===== config.mk =====
export PLATFORM = sky130hd
export DESIGN_NAME = bf16_mul_scheduler_flat
export DESIGN_NICKNAME = d
export VERILOG_FILES = /design/src/rtl/bf16_pkg.sv /design/src/rtl/bf16_mul_scheduler_if.sv /design/src/rtl/bf16_mul_scheduler_rr_arbiter.sv /design/src/rtl/bf16_mul_scheduler.sv /design/src/flat_wrapper.sv
export SDC_FILE = /design/constraint.sdc
export NUM_CORES = 1
export LEC_CHECK = 0
export ABC_AREA = 1
export CAP_MARGIN = 20
export CORE_MARGIN = 2
export CORE_UTILIZATION = 40
export DETAILED_ROUTE_END_ITERATION = 16
export GPL_TIMING_DRIVEN = 0
export PLACE_DENSITY = 0.68
export SLEW_MARGIN = 20
export SYNTH_ARGS = -nofsm -noshare
export SYNTH_HDL_FRONTEND = slang
export SYNTH_SLANG_ARGS = --single-unit

===== constraint.sdc =====
create_clock -name clk -period 6.15 [get_ports clk]
set_clock_uncertainty 0.2 [all_clocks]
set_input_delay 1.23 -clock clk [delete_from_list [all_inputs] [get_ports clk]]
set_output_delay 1.23 -clock clk [all_outputs]
set_load 0.005 [all_outputs]

===== src/rtl/bf16_pkg.sv =====
// rtl/bf16_pkg.sv - shared bfloat16 types and multiply front-end helper
// Purpose: bfloat16 field layout, exponent constants, the per-operation
//          result record and the combinational sign/exponent/mantissa step.
// Ports:   none (package).
package bf16_pkg;

  localparam int BF16_BIAS = 127;
  localparam int EXP_MAX   = 254;

  typedef struct packed {
    logic       sign;
    logic [7:0] exp;
    logic [6:0] man;
  } bf16_t;

  typedef struct packed {
    logic        sign;
    logic [8:0]  exp;
    logic [15:0] mant;
    logic        zero;
    logic        ovf;
    logic        unf;
  } mul_res_t;

  // Significand with the hidden leading one restored.
  function automatic logic [7:0] bf16_sig(input bf16_t v);
    return {1'b1, v.man};
  endfunction

  // Sign, biased exponent sum, significand product and range flags.
  // The exponent sum is carried in 10 signed bits so that 254+254-bias and
  // 0+0-bias are both representable before the range checks.
  function automatic mul_res_t bf16_mul_front(input bf16_t a, input bf16_t b,
                                              input logic signed [9:0] bias);
    logic signed [9:0] t;
    mul_res_t          r;
    t      = $signed({2'b00, a.exp}) + $signed({2'b00, b.exp}) - bias;
    r      = '0;
    r.sign = a.sign ^ b.sign;
    r.zero = (a.exp == 8'd0) || (b.exp == 8'd0);
    if (!r.zero) begin
      // Exponent 255 (Inf/NaN) is not special-cased; it lands in ovf.
      r.exp  = t[8:0];
      r.mant = {8'h00, bf16_sig(a)} * {8'h00, bf16_sig(b)};
      r.ovf  = t > $signed(10'(EXP_MAX));
      r.unf  = t < 10'sd1;
    end
    return r;
  endfunction

endpackage


===== src/rtl/bf16_mul_scheduler_if.sv =====
// rtl/bf16_mul_scheduler_if.sv - requester and result bundle of the scheduler
// Purpose: groups the per-requester operand handshake and the result stream.
// Ports:   req_valid/req_ready/req_a/req_b (NUM_REQ wide), rsp_valid/rsp_ready,
//          rsp_id/sign/exp/mant/zero/ovf/unf, busy.
//          slave = scheduler side, master = requesters + downstream side.
interface bf16_mul_scheduler_if #(
  parameter int NUM_REQ = 4,
  parameter int ID_W    = $clog2(NUM_REQ)
);

  logic [NUM_REQ-1:0]       req_valid;
  logic [NUM_REQ-1:0]       req_ready;
  logic [NUM_REQ-1:0][15:0] req_a;
  logic [NUM_REQ-1:0][15:0] req_b;
  logic                     rsp_valid;
  logic                     rsp_ready;
  logic [ID_W-1:0]          rsp_id;
  logic                     rsp_sign;
  logic [8:0]               rsp_exp;
  logic [15:0]              rsp_mant;
  logic                     rsp_zero;
  logic                     rsp_ovf;
  logic                     rsp_unf;
  logic                     busy;

  modport slave (
    input  req_valid, req_a, req_b, rsp_ready,
    output req_ready, rsp_valid, rsp_id, rsp_sign, rsp_exp, rsp_mant,
           rsp_zero, rsp_ovf, rsp_unf, busy
  );

  modport master (
    output req_valid, req_a, req_b, rsp_ready,
    input  req_ready, rsp_valid, rsp_id, rsp_sign, rsp_exp, rsp_mant,
           rsp_zero, rsp_ovf, rsp_unf, busy
  );

endinterface


===== src/rtl/bf16_mul_scheduler_rr_arbiter.sv =====
// rtl/bf16_mul_scheduler_rr_arbiter.sv - round-robin pick among requesters
// Purpose: picks the first asserted request at or after ptr_i, wrapping.
// Ports:   req_i     request vector
//          ptr_i     highest-priority index
//          gnt_o     one-hot grant
//          gnt_idx_o index of the grant
//          gnt_any_o some request is granted
module rr_arbiter #(
  parameter int NUM_REQ = 4,
  parameter int ID_W    = $clog2(NUM_REQ)
) (
  input  logic [NUM_REQ-1:0] req_i,
  input  logic [ID_W-1:0]    ptr_i,
  output logic [NUM_REQ-1:0] gnt_o,
  output logic [ID_W-1:0]    gnt_idx_o,
  output logic               gnt_any_o
);

  always_comb begin
    int j;
    j         = 0;
    gnt_o     = '0;
    gnt_idx_o = '0;
    gnt_any_o = 1'b0;
    for (int k = 0; k < NUM_REQ; k++) begin
      j = int'(ptr_i) + k;
      if (j >= NUM_REQ) j = j - NUM_REQ;
      if (!gnt_any_o && req_i[j]) begin
        gnt_any_o = 1'b1;
        gnt_o[j]  = 1'b1;
        gnt_idx_o = ID_W'(j);
      end
    end
  end

endmodule


===== src/rtl/bf16_mul_scheduler.sv =====
// rtl/bf16_mul_scheduler.sv - shared two-stage bfloat16 multiply front-end
// Purpose: round-robin arbitrates NUM_REQ operand requesters into a
//          two-stage valid/ready pipeline (S1 = operands, S2 = results).
// Ports:   clk  clock
//          rst  synchronous active-high reset
//          bus  slave side of bf16_mul_scheduler_if (requests, results, busy)
module bf16_mul_scheduler
  import bf16_pkg::*;
#(
  parameter int NUM_REQ = 4,
  parameter int ID_W    = $clog2(NUM_REQ),
  parameter int BIAS    = BF16_BIAS
) (
  input  logic                        clk,
  input  logic                        rst,
  bf16_mul_scheduler_if.slave         bus
);

  logic [ID_W-1:0]    ptr_q, ptr_d;
  logic               s1_valid_q;
  logic [ID_W-1:0]    s1_id_q;
  bf16_t              s1_a_q, s1_b_q;
  logic               s2_valid_q;
  logic [ID_W-1:0]    s2_id_q;
  mul_res_t           s2_res_q;

  logic [NUM_REQ-1:0] gnt;
  logic [ID_W-1:0]    gnt_idx;
  logic               gnt_any;
  logic               s2_free, s1_free, accept;
  mul_res_t           s1_res;

  rr_arbiter #(.NUM_REQ(NUM_REQ), .ID_W(ID_W)) u_arb (
    .req_i     (bus.req_valid),
    .ptr_i     (ptr_q),
    .gnt_o     (gnt),
    .gnt_idx_o (gnt_idx),
    .gnt_any_o (gnt_any)
  );

  // A stage can take new contents if it is empty or is handing off this
  // cycle, so a full pipeline with a ready consumer never bubbles.
  assign s2_free = !s2_valid_q || bus.rsp_ready;
  assign s1_free = !s1_valid_q || s2_free;
  assign accept  = gnt_any && s1_free && !rst;

  assign bus.req_ready = accept ? gnt : '0;

  always_comb begin
    ptr_d = ptr_q;
    if (accept) begin
      ptr_d = (gnt_idx == ID_W'(NUM_REQ - 1)) ? '0 : gnt_idx + 1'b1;
    end
  end

  assign s1_res = bf16_mul_front(s1_a_q, s1_b_q, 10'(BIAS));

  always_ff @(posedge clk) begin
    if (rst) begin
      ptr_q      <= '0;
      s1_valid_q <= 1'b0;
      s1_id_q    <= '0;
      s1_a_q     <= '0;
      s1_b_q     <= '0;
      s2_valid_q <= 1'b0;
      s2_id_q    <= '0;
      s2_res_q   <= '0;
    end else begin
      ptr_q <= ptr_d;
      if (s2_free) begin
        s2_valid_q <= s1_valid_q;
        if (s1_valid_q) begin
          s2_id_q  <= s1_id_q;
          s2_res_q <= s1_res;
        end
      end
      if (s1_free) begin
        s1_valid_q <= accept;
        if (accept) begin
          s1_id_q <= gnt_idx;
          s1_a_q  <= bf16_t'(bus.req_a[gnt_idx]);
          s1_b_q  <= bf16_t'(bus.req_b[gnt_idx]);
        end
      end
    end
  end

  assign bus.rsp_valid = s2_valid_q;
  assign bus.rsp_id    = s2_id_q;
  assign bus.rsp_sign  = s2_res_q.sign;
  assign bus.rsp_exp   = s2_res_q.exp;
  assign bus.rsp_mant  = s2_res_q.mant;
  assign bus.rsp_zero  = s2_res_q.zero;
  assign bus.rsp_ovf   = s2_res_q.ovf;
  assign bus.rsp_unf   = s2_res_q.unf;
  assign bus.busy      = s1_valid_q || s2_valid_q;

endmodule


===== src/flat_wrapper.sv =====
// flat-port wrapper written by rule: the top's interface ports become plain ports
module bf16_mul_scheduler_flat import bf16_pkg::*;
#(
  parameter int NUM_REQ = 4,
  parameter int ID_W    = $clog2(NUM_REQ),
  parameter int BIAS    = BF16_BIAS
)
  (clk, rst, bus_req_valid, bus_req_a, bus_req_b, bus_rsp_ready, bus_req_ready, bus_rsp_valid, bus_rsp_id, bus_rsp_sign, bus_rsp_exp, bus_rsp_mant, bus_rsp_zero, bus_rsp_ovf, bus_rsp_unf, bus_busy);
  bf16_mul_scheduler_if #(.NUM_REQ(NUM_REQ), .ID_W(ID_W)) bus_i ();
  input  logic clk;
  input  logic rst;
  input wire logic [$bits(bus_i.req_valid)-1:0] bus_req_valid;
  input wire logic [$bits(bus_i.req_a)-1:0] bus_req_a;
  input wire logic [$bits(bus_i.req_b)-1:0] bus_req_b;
  input wire logic [$bits(bus_i.rsp_ready)-1:0] bus_rsp_ready;
  output wire logic [$bits(bus_i.req_ready)-1:0] bus_req_ready;
  output wire logic [$bits(bus_i.rsp_valid)-1:0] bus_rsp_valid;
  output wire logic [$bits(bus_i.rsp_id)-1:0] bus_rsp_id;
  output wire logic [$bits(bus_i.rsp_sign)-1:0] bus_rsp_sign;
  output wire logic [$bits(bus_i.rsp_exp)-1:0] bus_rsp_exp;
  output wire logic [$bits(bus_i.rsp_mant)-1:0] bus_rsp_mant;
  output wire logic [$bits(bus_i.rsp_zero)-1:0] bus_rsp_zero;
  output wire logic [$bits(bus_i.rsp_ovf)-1:0] bus_rsp_ovf;
  output wire logic [$bits(bus_i.rsp_unf)-1:0] bus_rsp_unf;
  output wire logic [$bits(bus_i.busy)-1:0] bus_busy;
  assign bus_i.req_valid = bus_req_valid;
  assign bus_i.req_a = bus_req_a;
  assign bus_i.req_b = bus_req_b;
  assign bus_i.rsp_ready = bus_rsp_ready;
  assign bus_req_ready = bus_i.req_ready;
  assign bus_rsp_valid = bus_i.rsp_valid;
  assign bus_rsp_id = bus_i.rsp_id;
  assign bus_rsp_sign = bus_i.rsp_sign;
  assign bus_rsp_exp = bus_i.rsp_exp;
  assign bus_rsp_mant = bus_i.rsp_mant;
  assign bus_rsp_zero = bus_i.rsp_zero;
  assign bus_rsp_ovf = bus_i.rsp_ovf;
  assign bus_rsp_unf = bus_i.rsp_unf;
  assign bus_busy = bus_i.busy;
  bf16_mul_scheduler #(.NUM_REQ(NUM_REQ), .ID_W(ID_W), .BIAS(BIAS)) u_core (.clk(clk), .rst(rst), .bus(bus_i));
endmodule

---- Yosys cells after proc, flatten, opt, wreduce, memory -nomap -nowiden ----
Index checks and enable logic that the tools add are counted.
cells by class
  $add $sub $neg .......................... 10
  $mul .................................... 1
  $lt $le $gt $ge ......................... 15
  equality and inequality tests ........... 1
  mux-type cells .......................... 44
  bitwise logic cells ..................... 4
  reductions and logical operators ........ 23
operator list
  operator                 count
  $ge A32 B1 Y1 const B    4
  $lt A32 B4 Y1 const B    4
  $mux W32                 4
  $bmux W16 S2             2
  $mux W16                 2
  $mux W25                 1
  $mux W4                  5
  $logic_not A8 Y1         2
  $mul A8 B8 Y16           1
  $mux W1                  16
  $mux W2                  6
  $or A4 B4 Y4             3
  $sub A3 B3 Y4 const B    3
  $gt A10 B9 Y1 const B    1
  $lt A10 B2 Y1 const B    1
  $sub A10 B8 Y10 const B  1
  $add A8 B8 Y9            1
  $ge A3 B3 Y1 const B     3
  $logic_and A1 B1 Y1      9
  $bmux W1 S2              4
  $demux W1 S2             4
  $add A2 B2 Y3 const B    2
  $logic_not A1 Y1         6
  $logic_or A1 B1 Y1       4
  8 further kinds          9
storage, ports and cells
  register bits after elaboration ......... 69
  input port bits ......................... 135
  output and inout bits ................... 37
  word-level logic and storage cells ...... 115

---- Logic depth before layout (Yosys ltp) ----
Gate-level depths: netlist of run 1.
  depth in word-level cells ............... 18
  depth in mapped cells ................... 19
  depth with buffers taken out ............ 18

---- Hierarchy ----
A second synthesis of run 1 with hierarchy kept.
unflattened totals
  cell total of the unflattened synthesis .. 972
  area, all modules ....................... 6515.0 sq um
modules (own cells, without submodules)
  module              instances  cells an instance  area each (sq um)  seq. area each (sq um)
  bf16_mul_scheduler  1          895                6054.6             1381.3
  rr_arbiter          1          77                 460.4              0.0

---- Worst setup path before layout of run 1 ----
No wires, ideal clock.
  kind .................................... register -> register
  from .................................... register u_core.s1_a_q[1] (netlist bit)
  to ...................................... register u_core.s2_res_q (netlist bit u_core.bus.rsp_mant[12])
  library setup time ...................... 0.132 ns
  arrival time ............................ 4.078 ns
  data required time ...................... 5.818 ns
  setup slack ............................. 1.740 ns
  cell stages (with the launch flop) ...... 20
  buffers on the path ..................... 1
  clock period less this slack ............ 4.410 ns
  cells stage by stage .................... dfxtp_1 clkbuf_1 nand2_1 inv_1 fa_1 inv_1 fa_1 inv_1 fa_1 inv_1 fa_1 inv_1 ha_1 a21oi_1 o21ai_0 a21oi_1 o21ai_0 or2_2 nand3_1 a21oi_1
between the ends
  cells in the longest elaborated chain, start to end .. 2
RTL lines
  what                      line                      source
  start: declaration        bf16_mul_scheduler.sv:22  bf16_t s1_a_q, s1_b_q;
  start signal: assignment  bf16_mul_scheduler.sv:81  s1_a_q <= bf16_t'(bus.req_a[gnt_idx]);
  $mul A8 B8 Y16            bf16_pkg.sv:44            r.mant = {8'h00, bf16_sig(a)} * {8'h00, bf16_sig(b)};
  $mux W25                  bf16_pkg.sv:41            if (!r.zero) begin
  end signal: assignment    bf16_mul_scheduler.sv:74  s2_res_q <= s1_res;
  end: declaration          bf16_mul_scheduler.sv:25  mul_res_t s2_res_q;
Every way passes these cells.
A chain may end at the register's enable or synchronous reset.

---- Final worst setup path of run 1 ----
  from .................................... input bus_req_valid[2]
  to ...................................... output bus_req_ready[2]
between the ends
  cells in the longest elaborated chain, start to end .. 16
  elaborated cells between the ends (all ways) .. 32
  those cells by class .................... mux: 21; bitwise: 3; reduce/logical: 8
RTL lines
  what                                         line                                 source
  start: declaration                           flat_wrapper.sv:12                   input wire logic [$bits(bus_i.req_valid)-1:0] bus_req_valid;
  $bmux W1 S2                                  bf16_mul_scheduler_rr_arbiter.sv:28  if (!gnt_any_o && req_i[j]) begin
  $mux W1 (implied by the code) (2 in series)  bf16_mul_scheduler_rr_arbiter.sv:28
  $mux W1                                      bf16_mul_scheduler_rr_arbiter.sv:28
  $logic_not A1 Y1                             bf16_mul_scheduler_rr_arbiter.sv:28
  $logic_and A1 B1 Y1                          bf16_mul_scheduler_rr_arbiter.sv:28
  $mux W1                                      bf16_mul_scheduler_rr_arbiter.sv:28
  $logic_not A1 Y1                             bf16_mul_scheduler_rr_arbiter.sv:28
  $logic_and A1 B1 Y1                          bf16_mul_scheduler_rr_arbiter.sv:28
  $mux W1                                      bf16_mul_scheduler_rr_arbiter.sv:28
  $logic_not A1 Y1                             bf16_mul_scheduler_rr_arbiter.sv:28
  $logic_and A1 B1 Y1                          bf16_mul_scheduler_rr_arbiter.sv:28
  $mux W1                                      bf16_mul_scheduler_rr_arbiter.sv:28
  $logic_and A1 B1 Y1 (2 in series)            bf16_mul_scheduler.sv:45             assign accept = gnt_any && s1_free && !rst;
  $mux W4 *                                    bf16_mul_scheduler.sv:47             assign bus.req_ready = accept ? gnt : '0;
  end: declaration                             flat_wrapper.sv:16                   output wire logic [$bits(bus_i.req_ready)-1:0] bus_req_ready;
Every way passes the cells marked *; elsewhere a longest branch is shown, timed or not. The select of a mux whose other input is x is not followed.

==> results of run 1 <==
==> report_power, final <==
part           total, mW  switching, mW  internal (mW)
clock network      0.530          0.211          0.318
logic               4.55           2.82           1.73
registers          0.766          0.143          0.623
==> cell type report <==
cell class | instances | area share [%]
multi-input cells | 767 | 49.2
repair buffers | 171 | 19.2
flip-flops and latches | 69 | 15.5
inverters | 156 | 6.60
well taps | 220 | 3.09
plain buffers | 52 | 3.06
clock buffers | 10 | 2.57
clock inverters | 6 | 0.814
==> worst register-to-register path: stages, from the launching register on <==
cell and delay, ps:
dfxtp_1 310, clkbuf_1 390, inv_1 130, fa_1 550, inv_1 50, fa_1 500
fa_1 550, inv_1 60, fa_1 580, inv_1 60, ha_1 340, a21oi_1 150
o21ai_0 130, a21oi_1 210, o21ai_0 140, or2_2 280, nand3_1 70, a21oi_1 70
==> per-layer routing <==
metal,track usage (%),wire [um],vias to the layer above
met2,42.1,9880,175
met3,5.02,1020,28
met5,0,0,-
met1,27.1,8320,3164
met4,6.21,404,0
li1,-,-,3615
==> kinds of logic after synthesis <==
kind of cell	share of synthesized area (%)
compound gates	12.7
xor+xnor	0.529
fa+ha+maj	20.6
flops	20.9
buf+inv	13.0
simple gates	32.3
==> worst max-delay path by stage <==
stage | to | cells past startpoint | start
final | bus_req_ready[2] | 14 | bus_req_valid[2]
after global routing | bus_req_ready[3] | 14 | bus_req_valid[2]
after CTS | bus_req_ready[1] | 14 | bus_req_valid[2]
after detailed placement | bus_req_ready[1] | 14 | bus_req_valid[2]
after global placement | bus_req_ready[2] | 14 | bus_req_valid[2]
after floorplan | u_core.bus.rsp_mant[12] | 19 | u_core.s1_a_q[1]
==> cell usage in the layout (no fill, tap or decap), types with 3 or more instances in the layout <==
master / instances
nand2_1: 276
clkdlybuf4s50_1: 171
nor2_1: 153
inv_1: 148
dfxtp_1: 69
nand3_1: 61
o21ai_1: 58
a21oi_1: 53
ha_1: 50
fa_1: 37
clkbuf_1: 31
o21ai_0: 24
buf_2: 11
clkbuf_16: 9
buf_6: 7
nand2_2: 7
inv_2: 6
or2_2: 6
nand4_1: 5
o22ai_1: 4
o21ai_4: 3
buf_1: 3
xor2_1: 3
nand3b_1: 3
or2_1: 3
clkinv_4: 3
==> sequential cells by signal (all words and copies together) (netlist names) <==
| register | flops |
|---|---|
| u_core.s1_b_q | 16 |
| u_core.bus.rsp_unf | 1 |
| u_core.bus.rsp_id | 2 |
| u_core.bus.rsp_zero | 1 |
| u_core.bus.rsp_sign | 1 |
| u_core.s1_valid_q | 1 |
| u_core.ptr_q | 2 |
| u_core.bus.rsp_exp | 9 |
| u_core.bus.rsp_ovf | 1 |
| u_core.s1_a_q | 16 |
| u_core.bus.rsp_valid | 1 |
| u_core.s1_id_q | 2 |
| u_core.bus.rsp_mant | 16 |
==> impl_metrics.csv, run 1 <==
group,metric,value,unit
run_status,outcome,"complete, no violations",
finish,nets,1448,
timing,slew_viol_final,0,
clock_tree,cts_buffers,9,
setup_path,r2r_slack,1250,ps
setup_path,reg2reg_from,"u_core.s1_a_q[2]",
synthesis,synth_warnings,0,
timing,post-route-min-period,5150,ps
clock_tree,clkTransAtPathRegs,60,ps
place,dp_hpwl,16200,um
place,dp_cells,1435,
place,dp_slack,978,ps
synthesis,synth_ff_type,"dfxtp_1",
setup_path,r2r_cells,17,
synthesis,synth_cell_type_count,43,
clock_tree,htreeDepth,3,
detailed_routing,ant_nets,0,
die,initial_core_util,40.4,%
detailed_routing,drtIter0Drc,406,
pwr,powerDensity,656,nW/um^2
setup_path,worstPathCellList,"clkdlybuf4s50_1, clkinv_1, nand2_1, o21ai_2, o21ai_1, inv_1, nand2_1, nand3_1, inv_1, buf_2, buf_2, nand2_1, inv_1, clkdlybuf4s50_1",
die,io_pins,172,
detailed_routing,wl,19600,um
finish,seq_area,1380,sq um
global_routing,grt_max_degree,14,
finish,layout-drive-gt1-share,5.12,%
die,die_w,133,um
synthesis,syn-num-nets,1266,
clock_tree,hold_buffers,0,
detailed_routing,drc,0,
synthesis,yosys.area.top_type_share,20.9,%
global_routing,track_usage,23.0,%
pwr,finalPower,5.84,mW
finish,final_util,54.3,%
setup_path,startpoint_type,"input pin",
finish,finalNonFillerCells,1451,
synthesis,async_flop_share,0,%
setup_path,cp_slowest_cell,"clkdlybuf4s50_1",
clock_tree,clock_path_buffers,2,
place,gp_congestion,0.883,
setup_path,worst_r2r_endpoint,"u_core.bus.rsp_mant[12]",
worst_hold_path,worstHoldStart,"u_core.bus.rsp_mant[4]",
timing,rsz0062_at_grt,"no",
detailed_routing,via_per_inst,4.81,
synthesis,synthTopCellsByArea,"dfxtp_1, nand2_1, fa_1, ha_1, nor2_1",
synthesis,synthesis.instances,1044,
setup_path,path_buf_inv,8,
detailed_routing,drt-wirelength-per-cell,13.5,um
clock_tree,post_cts_buffers,0,
setup_path,cpLargestDelayFamily,"buffers and inverters",
timing,worst_slew_pin_slew,646,ps
timing,setup_viol,0,
clock_tree,clk_latency,330,ps
timing,setup_ws,995,ps
timing,fin_setup_tns,0,ps
clock_tree,cts.sinks,69,
finish,diodes,0,
synthesis,synth_edf_count,0,
global_routing,first_global_vias,6954,
detailed_routing,dr.pass1.iters,5,
global_routing,antenna_found_initial,0,
worst_hold_path,hold_class,"register to register",
run,max-cap-violations,0,
worst_hold_path,hold_depth,2,
pwr,ir_worst_vdd,0.000556,V
timing,slew-limit-headroom,56.9,%
finish,multi_input_area,4380,sq um
synthesis,ys_seq_area_share,20.9,%
setup_path,crit_arrival,3720,ps
place,postPlaceCellArea,8610,sq um
synthesis,synth_most_common_cell,"nand2_1",
timing,period_share,83.8,%
synthesis,synth-seq-cells,69,
synthesis,avgSynthCellArea,6.34,sq um
synthesis,synth_common_cells,"nand2_1, nor2_1, inv_1",
detailed_routing,vias,6982,
timing,max_freq,194,MHz
timing,hold_ws,263,ps
setup_path,crit_type,"input pin to output port",
worst_hold_path,hold_path_end,"u_core.bus.rsp_mant[4]",
setup_path,cpPeakStageDelay,500,ps
global_routing,grt_pass1_wl,32900,um
place,io_buffers,171,
global_routing,grt_overflow,0,
die,die_h,133,um
clock_tree,clock-root-buffer,"clkbuf_16",
synthesis,netlist_area,6620,sq um
finish,design_area,8910,sq um
timing,hold_viol,0,
finish,nFillCells,1683,
pwr,power_leakage,4.48,nW
setup_path,required,4720,ps
setup_path,crit_path_end_kind,"output port",
synthesis,synth_top_area_cell,"dfxtp_1",
clock_tree,post_cts_resized,0,
clock_tree,cts_tree,"yes",
setup_path,cp_max_fo,10,
die,core,16400,sq um
die,row_count,47,
finish,syn_to_final_growth,34.5,%
die,dieArea,17600,sq um
No activity file was read; power rests on OpenSTA's default activity.
==> inputs of run 2 (changes only) <==
==> constraint.sdc (replaced) <==
create_clock -name clk -period 5.3 [get_ports clk]
set_clock_uncertainty 0.2 [all_clocks]
set_input_delay 1.06 -clock clk [delete_from_list [all_inputs] [get_ports clk]]
set_output_delay 1.06 -clock clk [all_outputs]
set_load 0.005 [all_outputs]
==> results of run 2 <==
Same layout as run 1 (identical final DEF). Status: complete, no violations.
Among the figures that moved: setup slack after placement 978 ps -> 437 ps; setup slack after layout 995 ps -> 399 ps; start point of the critical path bus_req_valid[2] -> u_core.s1_a_q[2]; end point of the critical path bus_req_ready[2] -> u_core.bus.rsp_mant[12]; register-to-register setup slack 1250 ps -> 400 ps; total power 5.84 mW -> 6.78 mW; worst IR drop on VDD 0.000556 V -> 0.000645 V
==> inputs of run 3 (changes only) <==
--- a/config.mk
+++ b/config.mk
@@ -7,6 +7,7 @@
 export LEC_CHECK = 0
 export ABC_AREA = 1
 export CAP_MARGIN = 20
+export CORE_ASPECT_RATIO = 2
 export CORE_MARGIN = 2
 export CORE_UTILIZATION = 40
 export DETAILED_ROUTE_END_ITERATION = 16
==> impl_metrics.csv, run 3 (synthesized netlist as in run 1, its figures left out) <==
group,metric,value,unit
pwr,powerDensity,760,nW/um^2
pwr,power_leakage,4.48,nW
timing,rsz0062_at_grt,"no",
setup_path,cp_max_fo,10,
finish,final_cell_mix,"nand2_1, clkdlybuf4s50_1, nor2_1",
timing,setup_ws,421,ps
die,dieArea,17700,sq um
clock_tree,htreeDepth,3,
timing,slew_viol_final,0,
place,dp_hpwl,16700,um
finish,layout-drive-gt1-share,5.12,%
detailed_routing,ant_nets,0,
global_routing,first_global_vias,6911,
detailed_routing,drtIter0Drc,271,
clock_tree,cts_buffers,9,
setup_path,worst_r2r_endpoint,"u_core.bus.rsp_mant[13]",
die,die_w,95.0,um
pwr,seqPwrFrac,13.3,%
timing,period_share,92.1,%
worst_hold_path,hold_class,"register to register",
setup_path,crit_path_end_kind,"output port",
clock_tree,post_cts_buffers,0,
place,gp_congestion,0.878,
timing,slew-limit-headroom,52.7,%
finish,mostFrequentLayoutCell,"nand2_1",
pwr,ir_worst_vdd,0.000554,V
clock_tree,clock-root-buffer,"clkbuf_16",
timing,fin_setup_tns,0,ps
detailed_routing,wl,19600,um
setup_path,crit_path_start,"bus_req_valid[2]",
die,io_pins,172,
setup_path,startpoint_type,"input pin",
pwr,internal_power,3.10,mW
global_routing,antenna_found_initial,0,
setup_path,required,4040,ps
setup_path,reg2reg_from,"u_core.s1_a_q[1]",
clock_tree,cts.sinks,69,
pwr,pwr-share-comb,77.7,%
timing,setup_viol,0,
die,row_count,66,
detailed_routing,via_per_inst,4.83,
pwr,switching_power,3.66,mW
global_routing,grt_max_degree,13,
global_routing,grt_overflow,0,
clock_tree,clkTransAtPathRegs,60,ps
clock_tree,clk_latency,340,ps
clock_tree,post_cts_resized,0,
pwr,clock_power_share,9.0,%
die,initial_core_util,40.7,%
run_status,outcome,"complete, no violations",
place,dp_slack,391,ps
clock_tree,cts_tree,"yes",
detailed_routing,drc,0,
clock_tree,hold_buffers,0,
setup_path,crit_type,"input pin to output port",
place,io_buffers,171,
clock_tree,clock_path_buffers,2,
global_routing,grt_pass1_wl,32000,um
finish,nets,1448,
global_routing,track_usage,23.2,%
setup_path,r2r_slack,430,ps
timing,max_freq,205,MHz
detailed_routing,dr.pass1.iters,5,
timing,hold_ws,264,ps
timing,worst_slew_pin_slew,710,ps
run,max-cap-violations,0,
pwr,switching_share,54.2,%
timing,post-route-min-period,4880,ps
finish,syn_to_final_growth,34.2,%
setup_path,cp-endpoint,"bus_req_ready[3]",
setup_path,crit_arrival,3620,ps
detailed_routing,vias,6930,
setup_path,r2r_cells,17,
finish,diodes,0,
finish,finalNonFillerCells,1435,
die,die_h,186,um
place,dp_cells,1419,
timing,hold_viol,0,
detailed_routing,drt-wirelength-per-cell,13.7,um
die,core,16300,sq um
[run 3: cell types whose count changed in the layout (fill, tap and decap cells not counted)]
cell / delta
clkbuf_8: +1
inv_6: +1
inv_8: -1
clkinvlp_4: +2
clkinv_4: -3
[run 3: worst min-delay path by stage]
stage | slack [ps] | startpoint | end | depth (start not counted)
2_1_floorplan | 250 | u_core.s1_id_q[1] | u_core.s1_id_q[1] | 1
3_3_place_gp | 250 | u_core.bus.rsp_unf | u_core.bus.rsp_unf | 2
3_5_place_dp | 260 | u_core.bus.rsp_mant[11] | u_core.bus.rsp_mant[11] | 2
4_1_cts | 270 | u_core.bus.rsp_mant[11] | u_core.bus.rsp_mant[11] | 2
5_1_grt | 280 | u_core.bus.rsp_mant[13] | u_core.bus.rsp_mant[13] | 2
6_report | 260 | u_core.bus.rsp_mant[7] | u_core.bus.rsp_mant[7] | 2
[run 3: power groups by stage]
stage	Combinational, mW	Clock, mW	Sequential [mW]
final	5.25	0.610	0.898
after global routing	6.04	0.639	0.919
after CTS	5.29	0.615	0.897
after detailed placement	5.24	0	0.908
after global placement	5.19	0	0.903
after floorplan	3.88	0	0.853
[run 3: through the flow]
step | instance area [sq um] | util [%] | power (mW)
after floorplan | 6620 | - | 4.73
after global placement | 8590 | 52.8 | 6.09
after detailed placement | 8590 | 52.8 | 6.15
after CTS | 8890 | 54.7 | 6.81
after global routing | 8890 | 54.7 | 7.60
final | 8890 | 54.7 | 6.75
[run 3: worst max-delay path: stages]
cell and delay [ps]:
clkdlybuf4s50_1 460, clkinv_1 100, nand2_1 90, o21ai_2 80, o21ai_1 300, inv_1 70
nand2_1 110, nand3_1 110, inv_1 100, buf_2 230, buf_2 260, nand2_1 70
inv_1 50, clkdlybuf4s50_1 520
[run 3: layout make-up]
class	instances	area, sq um
well taps	204	255
clock buffers	11	243
plain buffers	52	273
clock inverters	5	58.8
fillers	1632	7380
inverters	156	588
flip-flops and latches	69	1380
multi-input cells	767	4380
repair buffers	171	1710
[run 3: routing by layer]
layer  share of wire (%)  wire (um)  vias up  global-route usage [%]
li1                    -          -     3607                       -
met1                  36       7070     3079                    22.9
met2                  57      11200      206                    47.0
met3                 4.0        782       38                    2.91
met4                 2.9        573        0                    8.41
met5                   0          0        -                       0
